### config.mk
export PLATFORM = sky130hd
export DESIGN_NAME = mem_arbiter_flat
export DESIGN_NICKNAME = d
export VERILOG_FILES = /design/src/rtl/mem_arbiter_if.sv /design/src/rtl/mem_arbiter.sv /design/src/flat_wrapper.sv
export SDC_FILE = /design/constraint.sdc
export NUM_CORES = 1
export LEC_CHECK = 0
export BUFFER_PORTS_ARGS = -buffer_cell sky130_fd_sc_hd__buf_2
export CORE_AREA = 2 2 130 132
export CTS_CLUSTER_SIZE = 20
export DETAILED_ROUTE_END_ITERATION = 8
export DIE_AREA = 0 0 132 134
export PLACE_DENSITY_LB_ADDON = 0.05
export SETUP_SLACK_MARGIN = 0.3
export SLEW_MARGIN = 20
export SYNTH_ARGS = -nofsm -noshare
export SYNTH_HDL_FRONTEND = slang
export SYNTH_SLANG_ARGS = --single-unit
### constraint.sdc
create_clock -name clk -period 6.65 [get_ports clk]
set_input_delay 0.3325 -clock clk [delete_from_list [all_inputs] [get_ports clk]]
set_output_delay 0.3325 -clock clk [all_outputs]
set_load 0.01 [all_outputs]
### src/rtl/mem_arbiter_if.sv
// Bus bundle between the two requesters, the arbiter and the data memory.
// The slave modport is the arbiter's view; the master modport is the
// surrounding system (requesters plus memory) seen from outside the arbiter.
interface mem_arbiter_if #(
    parameter int ADDR_W = 32,
    parameter int DATA_W = 32
);
    // Port 0: risc_v core
    logic              p0_req;
    logic              p0_we;
    logic [ADDR_W-1:0] p0_addr;
    logic [DATA_W-1:0] p0_wdata;
    logic [2:0]        p0_funct3;
    logic              p0_gnt;
    logic              p0_rvalid;
    logic [DATA_W-1:0] p0_rdata;

    // Port 1: secondary master (DMA/loader)
    logic              p1_req;
    logic              p1_we;
    logic [ADDR_W-1:0] p1_addr;
    logic [DATA_W-1:0] p1_wdata;
    logic [2:0]        p1_funct3;
    logic              p1_gnt;
    logic              p1_rvalid;
    logic [DATA_W-1:0] p1_rdata;

    // Single-port synchronous-read data memory
    logic [ADDR_W-1:0] mem_ra;
    logic [ADDR_W-1:0] mem_wa;
    logic [DATA_W-1:0] mem_wd;
    logic              mem_wen;
    logic [2:0]        mem_funct3;
    logic [DATA_W-1:0] mem_rd;

    modport slave (
        input  p0_req, p0_we, p0_addr, p0_wdata, p0_funct3,
        output p0_gnt, p0_rvalid, p0_rdata,
        input  p1_req, p1_we, p1_addr, p1_wdata, p1_funct3,
        output p1_gnt, p1_rvalid, p1_rdata,
        output mem_ra, mem_wa, mem_wd, mem_wen, mem_funct3,
        input  mem_rd
    );

    modport master (
        output p0_req, p0_we, p0_addr, p0_wdata, p0_funct3,
        input  p0_gnt, p0_rvalid, p0_rdata,
        output p1_req, p1_we, p1_addr, p1_wdata, p1_funct3,
        input  p1_gnt, p1_rvalid, p1_rdata,
        input  mem_ra, mem_wa, mem_wd, mem_wen, mem_funct3,
        output mem_rd
    );
endinterface

### src/rtl/mem_arbiter.sv
// Two-port arbiter in front of one single-port, synchronous-read data memory.
// Port 0 (core) wins by priority, but after MAX_BURST consecutive port-0 wins
// while port 1 waits, port 1 is granted once. Grants are combinational in the
// request cycle; read data returns one cycle later to the port that issued it.
module mem_arbiter #(
    parameter int ADDR_W    = 32,
    parameter int DATA_W    = 32,
    parameter int MAX_BURST = 4
) (
    input  logic           clk,
    input  logic           rst,
    mem_arbiter_if.slave   bus
);
    typedef enum logic {
        PORT0 = 1'b0,
        PORT1 = 1'b1
    } port_e;

    localparam logic [3:0] BURST_LIMIT = 4'(MAX_BURST);
    localparam logic [2:0] FUNCT3_WORD = 3'b010;

    logic [3:0]        burst_cnt;
    logic [3:0]        burst_cnt_nxt;
    port_e             last_gnt;
    port_e             rd_port;
    logic              rd_pend;
    logic [ADDR_W-1:0] p0_last_addr;
    logic [ADDR_W-1:0] p1_last_addr;
    logic              gnt0;
    logic              gnt1;

    // Fixed priority to port 0, overridden once the fairness counter saturates.
    always_comb begin
        // NOTE: every output of a combinational block gets a default first so no latch is inferred.
        gnt0 = 1'b0;
        gnt1 = 1'b0;
        if (!rst) begin
            if (bus.p0_req && bus.p1_req) begin
                if (burst_cnt == BURST_LIMIT) gnt1 = 1'b1;
                else                          gnt0 = 1'b1;
            end else begin
                gnt0 = bus.p0_req;
                gnt1 = bus.p1_req;
            end
        end
    end

    assign bus.p0_gnt = gnt0;
    assign bus.p1_gnt = gnt1;

    // Steer the winner onto the memory; when idle, park the address on the last winner's.
    always_comb begin
        bus.mem_ra     = (last_gnt == PORT1) ? p1_last_addr : p0_last_addr;
        bus.mem_wa     = (last_gnt == PORT1) ? p1_last_addr : p0_last_addr;
        bus.mem_wd     = '0;
        bus.mem_wen    = 1'b0;
        bus.mem_funct3 = FUNCT3_WORD;
        if (gnt0) begin
            bus.mem_ra     = bus.p0_addr;
            bus.mem_wa     = bus.p0_addr;
            bus.mem_wd     = bus.p0_wdata;
            bus.mem_wen    = bus.p0_we;
            bus.mem_funct3 = bus.p0_funct3;
        end else if (gnt1) begin
            bus.mem_ra     = bus.p1_addr;
            bus.mem_wa     = bus.p1_addr;
            bus.mem_wd     = bus.p1_wdata;
            bus.mem_wen    = bus.p1_we;
            bus.mem_funct3 = bus.p1_funct3;
        end
    end

    // Count port-0 wins while port 1 is waiting; clear when port 1 wins or stops asking.
    always_comb begin
        burst_cnt_nxt = burst_cnt;
        if (!bus.p1_req || gnt1) begin
            burst_cnt_nxt = '0;
        end else if (gnt0 && (burst_cnt != BURST_LIMIT)) begin
            burst_cnt_nxt = burst_cnt + 4'd1;
        end
    end

    // Fairness counter, read-return tracking and the parked idle addresses.
    always_ff @(posedge clk or posedge rst) begin
        if (rst) begin
            burst_cnt    <= '0;
            last_gnt     <= PORT0;
            rd_pend      <= 1'b0;
            rd_port      <= PORT0;
            p0_last_addr <= '0;
            p1_last_addr <= '0;
        end else begin
            // NOTE: state registers use non-blocking assignments so every flop samples pre-edge values.
            burst_cnt <= burst_cnt_nxt;
            rd_pend   <= (gnt0 && !bus.p0_we) || (gnt1 && !bus.p1_we);
            if (gnt0) begin
                rd_port      <= PORT0;
                last_gnt     <= PORT0;
                p0_last_addr <= bus.p0_addr;
            end else if (gnt1) begin
                rd_port      <= PORT1;
                last_gnt     <= PORT1;
                p1_last_addr <= bus.p1_addr;
            end
        end
    end

    // Route the memory's read data to the port that issued the read; the other port sees 0.
    assign bus.p0_rvalid = rd_pend && (rd_port == PORT0);
    assign bus.p1_rvalid = rd_pend && (rd_port == PORT1);
    assign bus.p0_rdata  = bus.p0_rvalid ? bus.mem_rd : '0;
    assign bus.p1_rdata  = bus.p1_rvalid ? bus.mem_rd : '0;

endmodule

### src/flat_wrapper.sv
// flat-port wrapper written by rule: the top's interface ports become plain ports
module mem_arbiter_flat 
#(
    parameter int ADDR_W    = 32,
    parameter int DATA_W    = 32,
    parameter int MAX_BURST = 4
)
  (clk, rst, bus_p0_req, bus_p0_we, bus_p0_addr, bus_p0_wdata, bus_p0_funct3, bus_p0_gnt, bus_p0_rvalid, bus_p0_rdata, bus_p1_req, bus_p1_we, bus_p1_addr, bus_p1_wdata, bus_p1_funct3, bus_p1_gnt, bus_p1_rvalid, bus_p1_rdata, bus_mem_ra, bus_mem_wa, bus_mem_wd, bus_mem_wen, bus_mem_funct3, bus_mem_rd);
  mem_arbiter_if #(.ADDR_W(ADDR_W), .DATA_W(DATA_W)) bus_i ();
  input  logic clk;
  input  logic rst;
  input wire logic [$bits(bus_i.p0_req)-1:0] bus_p0_req;
  input wire logic [$bits(bus_i.p0_we)-1:0] bus_p0_we;
  input wire logic [$bits(bus_i.p0_addr)-1:0] bus_p0_addr;
  input wire logic [$bits(bus_i.p0_wdata)-1:0] bus_p0_wdata;
  input wire logic [$bits(bus_i.p0_funct3)-1:0] bus_p0_funct3;
  output wire logic [$bits(bus_i.p0_gnt)-1:0] bus_p0_gnt;
  output wire logic [$bits(bus_i.p0_rvalid)-1:0] bus_p0_rvalid;
  output wire logic [$bits(bus_i.p0_rdata)-1:0] bus_p0_rdata;
  input wire logic [$bits(bus_i.p1_req)-1:0] bus_p1_req;
  input wire logic [$bits(bus_i.p1_we)-1:0] bus_p1_we;
  input wire logic [$bits(bus_i.p1_addr)-1:0] bus_p1_addr;
  input wire logic [$bits(bus_i.p1_wdata)-1:0] bus_p1_wdata;
  input wire logic [$bits(bus_i.p1_funct3)-1:0] bus_p1_funct3;
  output wire logic [$bits(bus_i.p1_gnt)-1:0] bus_p1_gnt;
  output wire logic [$bits(bus_i.p1_rvalid)-1:0] bus_p1_rvalid;
  output wire logic [$bits(bus_i.p1_rdata)-1:0] bus_p1_rdata;
  output wire logic [$bits(bus_i.mem_ra)-1:0] bus_mem_ra;
  output wire logic [$bits(bus_i.mem_wa)-1:0] bus_mem_wa;
  output wire logic [$bits(bus_i.mem_wd)-1:0] bus_mem_wd;
  output wire logic [$bits(bus_i.mem_wen)-1:0] bus_mem_wen;
  output wire logic [$bits(bus_i.mem_funct3)-1:0] bus_mem_funct3;
  input wire logic [$bits(bus_i.mem_rd)-1:0] bus_mem_rd;
  assign bus_i.p0_req = bus_p0_req;
  assign bus_i.p0_we = bus_p0_we;
  assign bus_i.p0_addr = bus_p0_addr;
  assign bus_i.p0_wdata = bus_p0_wdata;
  assign bus_i.p0_funct3 = bus_p0_funct3;
  assign bus_p0_gnt = bus_i.p0_gnt;
  assign bus_p0_rvalid = bus_i.p0_rvalid;
  assign bus_p0_rdata = bus_i.p0_rdata;
  assign bus_i.p1_req = bus_p1_req;
  assign bus_i.p1_we = bus_p1_we;
  assign bus_i.p1_addr = bus_p1_addr;
  assign bus_i.p1_wdata = bus_p1_wdata;
  assign bus_i.p1_funct3 = bus_p1_funct3;
  assign bus_p1_gnt = bus_i.p1_gnt;
  assign bus_p1_rvalid = bus_i.p1_rvalid;
  assign bus_p1_rdata = bus_i.p1_rdata;
  assign bus_mem_ra = bus_i.mem_ra;
  assign bus_mem_wa = bus_i.mem_wa;
  assign bus_mem_wd = bus_i.mem_wd;
  assign bus_mem_wen = bus_i.mem_wen;
  assign bus_mem_funct3 = bus_i.mem_funct3;
  assign bus_i.mem_rd = bus_mem_rd;
  mem_arbiter #(.ADDR_W(ADDR_W), .DATA_W(DATA_W), .MAX_BURST(MAX_BURST)) u_core (.clk(clk), .rst(rst), .bus(bus_i));
endmodule
## Word-level counts from Yosys, hierarchy flattened

Index checks and enable logic that the tools add are counted.
W data, S select, Z words.

| storage, ports and cells | value |
|---|---|
| flip-flop bits (word level) | 70 |
| input port bits | 172 |

| operators by class | value |
|---|---|
| add/subtract/negate cells | 1 |
| bitwise gates (word level) | 2 |
| equal/unequal tests | 2 |
| reductions and logical operators | 14 |
| multiplexer cells | 21 |

Operator list:

| operator | number |
|---|---|
| $mux W32 | 7 |
| $mux W1 | 10 |
| $mux W4 | 2 |
| $logic_and A1 B1 Y1 | 6 |
| $mux W3 | 2 |
| $add A4 B1 Y4 const B | 1 |
| $eq A4 B3 Y1 const B | 1 |
| $ne A4 B3 Y1 const B | 1 |
| $reduce_bool A2 Y1 | 2 |
| $logic_not A1 Y1 | 3 |
| $logic_or A1 B1 Y1 | 2 |
| $not A1 Y1 | 2 |
| $reduce_and A2 Y1 | 1 |

## Longest topological paths before layout

| logic depth | value |
|---|---|
| depth in word-level cells | 7 |
| depth in mapped cells | 8 |
| gate-level depth less buffers | 5 |

## Least setup slack after synthesis

OpenSTA, ideal clock, no wires.

| timing path | value |
|---|---|
| path kind | input to output |
| start | input port rst |
| end | output port bus_mem_wd[10] |
| stages on the path | 6 |
| path slack | 3.335 ns |
| path buffers | 3 |
| data arrival time | 2.982 ns |
| required time | 6.318 ns |
| cell sequence | clkbuf_2 -> inv_1 -> o211a_1 -> buf_6 -> clkbuf_1 -> a22o_1 |

| between the ends | value |
|---|---|
| longest elaborated chain between the ends | 3 |
| elaborated cells on any way between the ends | 4 |
| those cells by class | 4 x mux |

RTL lines:

| item | RTL line | RTL |
|---|---|---|
| start, declared | flat_wrapper.sv:11 | `input logic rst;` |
| $mux W1 | mem_arbiter.sv:37 | `if (!rst) begin` |
| $mux W32 | mem_arbiter.sv:64 | `end else if (gnt1) begin` |
| $mux W32 (*) | mem_arbiter.sv:58 | `if (gnt0) begin` |
| end, declared | flat_wrapper.sv:30 | `output wire logic [$bits(bus_i.mem_wd)-1:0] bus_mem_wd;` |

Every way passes the cells marked *; elsewhere a longest branch is shown, timed or not.

## Worst setup path in the final report

| timing path | value |
|---|---|
| start | input port rst |
| end | output port bus_mem_wd[18] |

Same word-level chain as after synthesis.

==> results.cfg <==
[status]
status = finished, final reports clean

[logic_synthesis]
yosysWarnings = 0
yosysUniqueCellTypes = 34
ys_async_sr_fraction_pct = 100
synth-edff-count = 0
synth_seq_cells = 70
yosysTopAreaCell = dfrtp_1
synthXorXnorAreaFrac_pct = 0
synth_top_family_by_area = multiplexers
synth_mux_area_share_pct = 23.0
synth_seq_area_share_pct = 37.3
syn-num-nets = 614
synth_compound_area_share_pct = 15.0
synthAdderAreaFrac_pct = 0.533
synthTopCellsByArea = dfrtp_1 (37%), mux2_2 (13%), a221o_1 (6.8%), mux2i_1 (6.8%), a22o_1 (6.7%)
dominantRegCellSynth = dfrtp_1
synth_cells = 440
yosysTopAreaCellShare_pct = 37.3
syn_area_per_cell_sq_um = 10.7
netlist_area_sq_um = 4700
synth-simple-area-share_pct = 12.9

[route]
dr.pass1.iters = 4
vias = 4587
post-route-drc-count = 0
drt-initial-drc-count = 263
ant_nets = 0
avgViaCountPerCell = 4.84
wl_per_cell_um = 18.8
drt-total-wl_um = 17900

[timing]
finClkSkew_ps = 5.50
period_share_pct = 52.7
setup_violations = 0
rsz0062_at_grt = false
worst_slew_pin_slew_ps = 948
drv_slew = 0
fmax_mhz = 285
setup_tns_ps = 0
relSlewSlack_pct = 36.8
finalHoldViolCount = 0
layout_min_cycle_time_ps = 3500

[grt]
grt_max_degree = 96
grt_pass1_vias = 4407
grt_pass1_wl_um = 26000
grt_usage_pct = 19.0
antenna_found_initial = 3
grt_overflow = 0

[worst_setup_path]
required_ps = 6320
r2r_start = u_core.burst_cnt[0]$_DFFE_PP0P_
rrSetupSlack_ps = 3830
endpoint = bus_mem_wd[18]
setup.worst_path.start_class = input port
rr_worst_depth = 6
slowest_stage = o211a_4
cp_max_fo = 72
slowest_delay_ps = 720
cp_cell_sequence = buf_2 -> clkinv_2 -> buf_4 -> o211a_4 -> buf_4 -> a22o_1 -> buf_2
critPathLaunch = rst
end_kind = output pin
rr_endpoint = u_core.p0_last_addr[18]$_DFFE_PP0P_
arrival_ps = 3170
crit_type = input port to output pin

[clocking]
clk_latency_ps = 330
post_cts_buffers = 0
cts_root_buf = clkbuf_16
htreeDepth = 3
cts_hold_buf = 0
cts-buffers-inserted = 9
cts_tree = built
clock-sinks = 70
clk_pin_slew_ps = 60
clockBufferDepth = 2
cts.repair.resized = 0

[finish]
n_fill_cell = 1651
stdcell_area_sq_um = 6570
syn2layout_area_growth_pct = 39.8
seq_area_sq_um = 1750
final_nets = 895
multi_input_area_sq_um = 2440
drive_gt1_share_pct = 59.2
finalNonFillerCells = 948

[floorplan]
design.core.area_sq_um = 16300
pin_count = 340
placementRows = 47
die_area_sq_um = 17700
die_h_um = 134
die_w_um = 132
start_util_pct = 28.8

[placement]
hpwl_um = 13400
gp_congestion = 0.860
port-buffer-count = 339
placed_cells = 930
place_area_sq_um = 6240

[power_and_ir_drop]
vdd_drop_max_uv = 98.9
power.density_nw_per_um2 = 226
leakage_nw = 3.61

[hold_path]
hold_class = input port to register
hold_depth = 2

[job]
drv_cap = 0
[critical path, delay by kind of cell]
kind | cells | cell delay (ps)
buffers and inverters | 5 | 1750
AO/OA/AOI/OAI | 2 | 1030
[state kept, by name, indices dropped and copies added, names as in the netlist]
name                 cells
u_core.rd_pend           1
u_core.p0_last_addr     32
u_core.burst_cnt         4
u_core.p1_last_addr     32
u_core.rd_port           1
[cell families (layout without fill, tap and decap cells)]
kind of cell,Yosys count,in the layout
adders and majority gates,2,2
buffers and inverters,84,370
DFF,70,70
AOI/OAI and AO/OA,78,78
other,0,2
muxes,96,96
and+or+nand+nor,110,110
[cells in the final DEF (no fill, tap or decap), types with 4 or more instances in the layout]
master	instances
clkbuf_16	9
mux2_4	10
mux2i_1	32
mux2_2	54
buf_4	4
clkbuf_8	4
nor2_1	32
and2_1	33
dfrtp_1	69
a221o_1	32
buf_2	339
a22o_1	36
inv_1	8
and3_1	32
[worst min-delay path by stage]
stage | start | end
CTS | bus_p0_addr[7] | u_core.p0_last_addr[7]$_DFFE_PP0P_
global placement | u_core.p0_last_addr[30]$_DFFE_PP0P_ | u_core.p0_last_addr[30]$_DFFE_PP0P_
detailed placement | u_core.p0_last_addr[27]$_DFFE_PP0P_ | u_core.p0_last_addr[27]$_DFFE_PP0P_
finish | bus_p0_addr[7] | u_core.p0_last_addr[7]$_DFFE_PP0P_
global route | bus_p0_addr[4] | u_core.p0_last_addr[4]$_DFFE_PP0P_
floorplan | bus_p1_req | u_core.burst_cnt[0]$_DFFE_PP0P_
[metrics by stage]
step	power, mW	setup slack, ps	hold slack (ps)	utilization [%]
CTS	1.50	3070	234	40.3
global route	1.57	2860	235	40.3
detailed placement	0.988	3080	494	38.3
finish	1.49	3150	248	40.3
floorplan	0.843	3340	458	-
global placement	0.982	3130	489	38.3
[where the power goes]
part           total [mW]  internal (mW)  switching (mW)
combinational       0.442          0.225           0.217
clock               0.507          0.330           0.177
sequential          0.537          0.493          0.0435
[synthesized netlist by cell type, drive strengths merged, types with 2 or more instances]
library cell / number
ha: 2
nor2: 32
and2: 33
nand4: 2
a22o: 36
and3: 32
mux2i: 32
nand2: 2
buf: 60
inv: 10
mux2: 64
clkbuf: 14
dfrtp: 70
a21oi: 4
a221o: 32
nand3: 3
[layout make-up]
cell class,instances,share of cell area [%]
sequential,70,26.7
clock buffer,13,4.27
antenna,2,0.0762
tap,220,4.19
timing repair buffer,344,26.5
inverter,10,0.591
clock inverter,3,0.610
multi-input combinational,286,37.1
[routing by layer]
layer  wire [um]  track usage [%]
met1        7590             24.4
met2        8560             31.4
met3        1330             5.06
met4         378             6.10
met5           0                0
(Power assumes the default switching activity.)
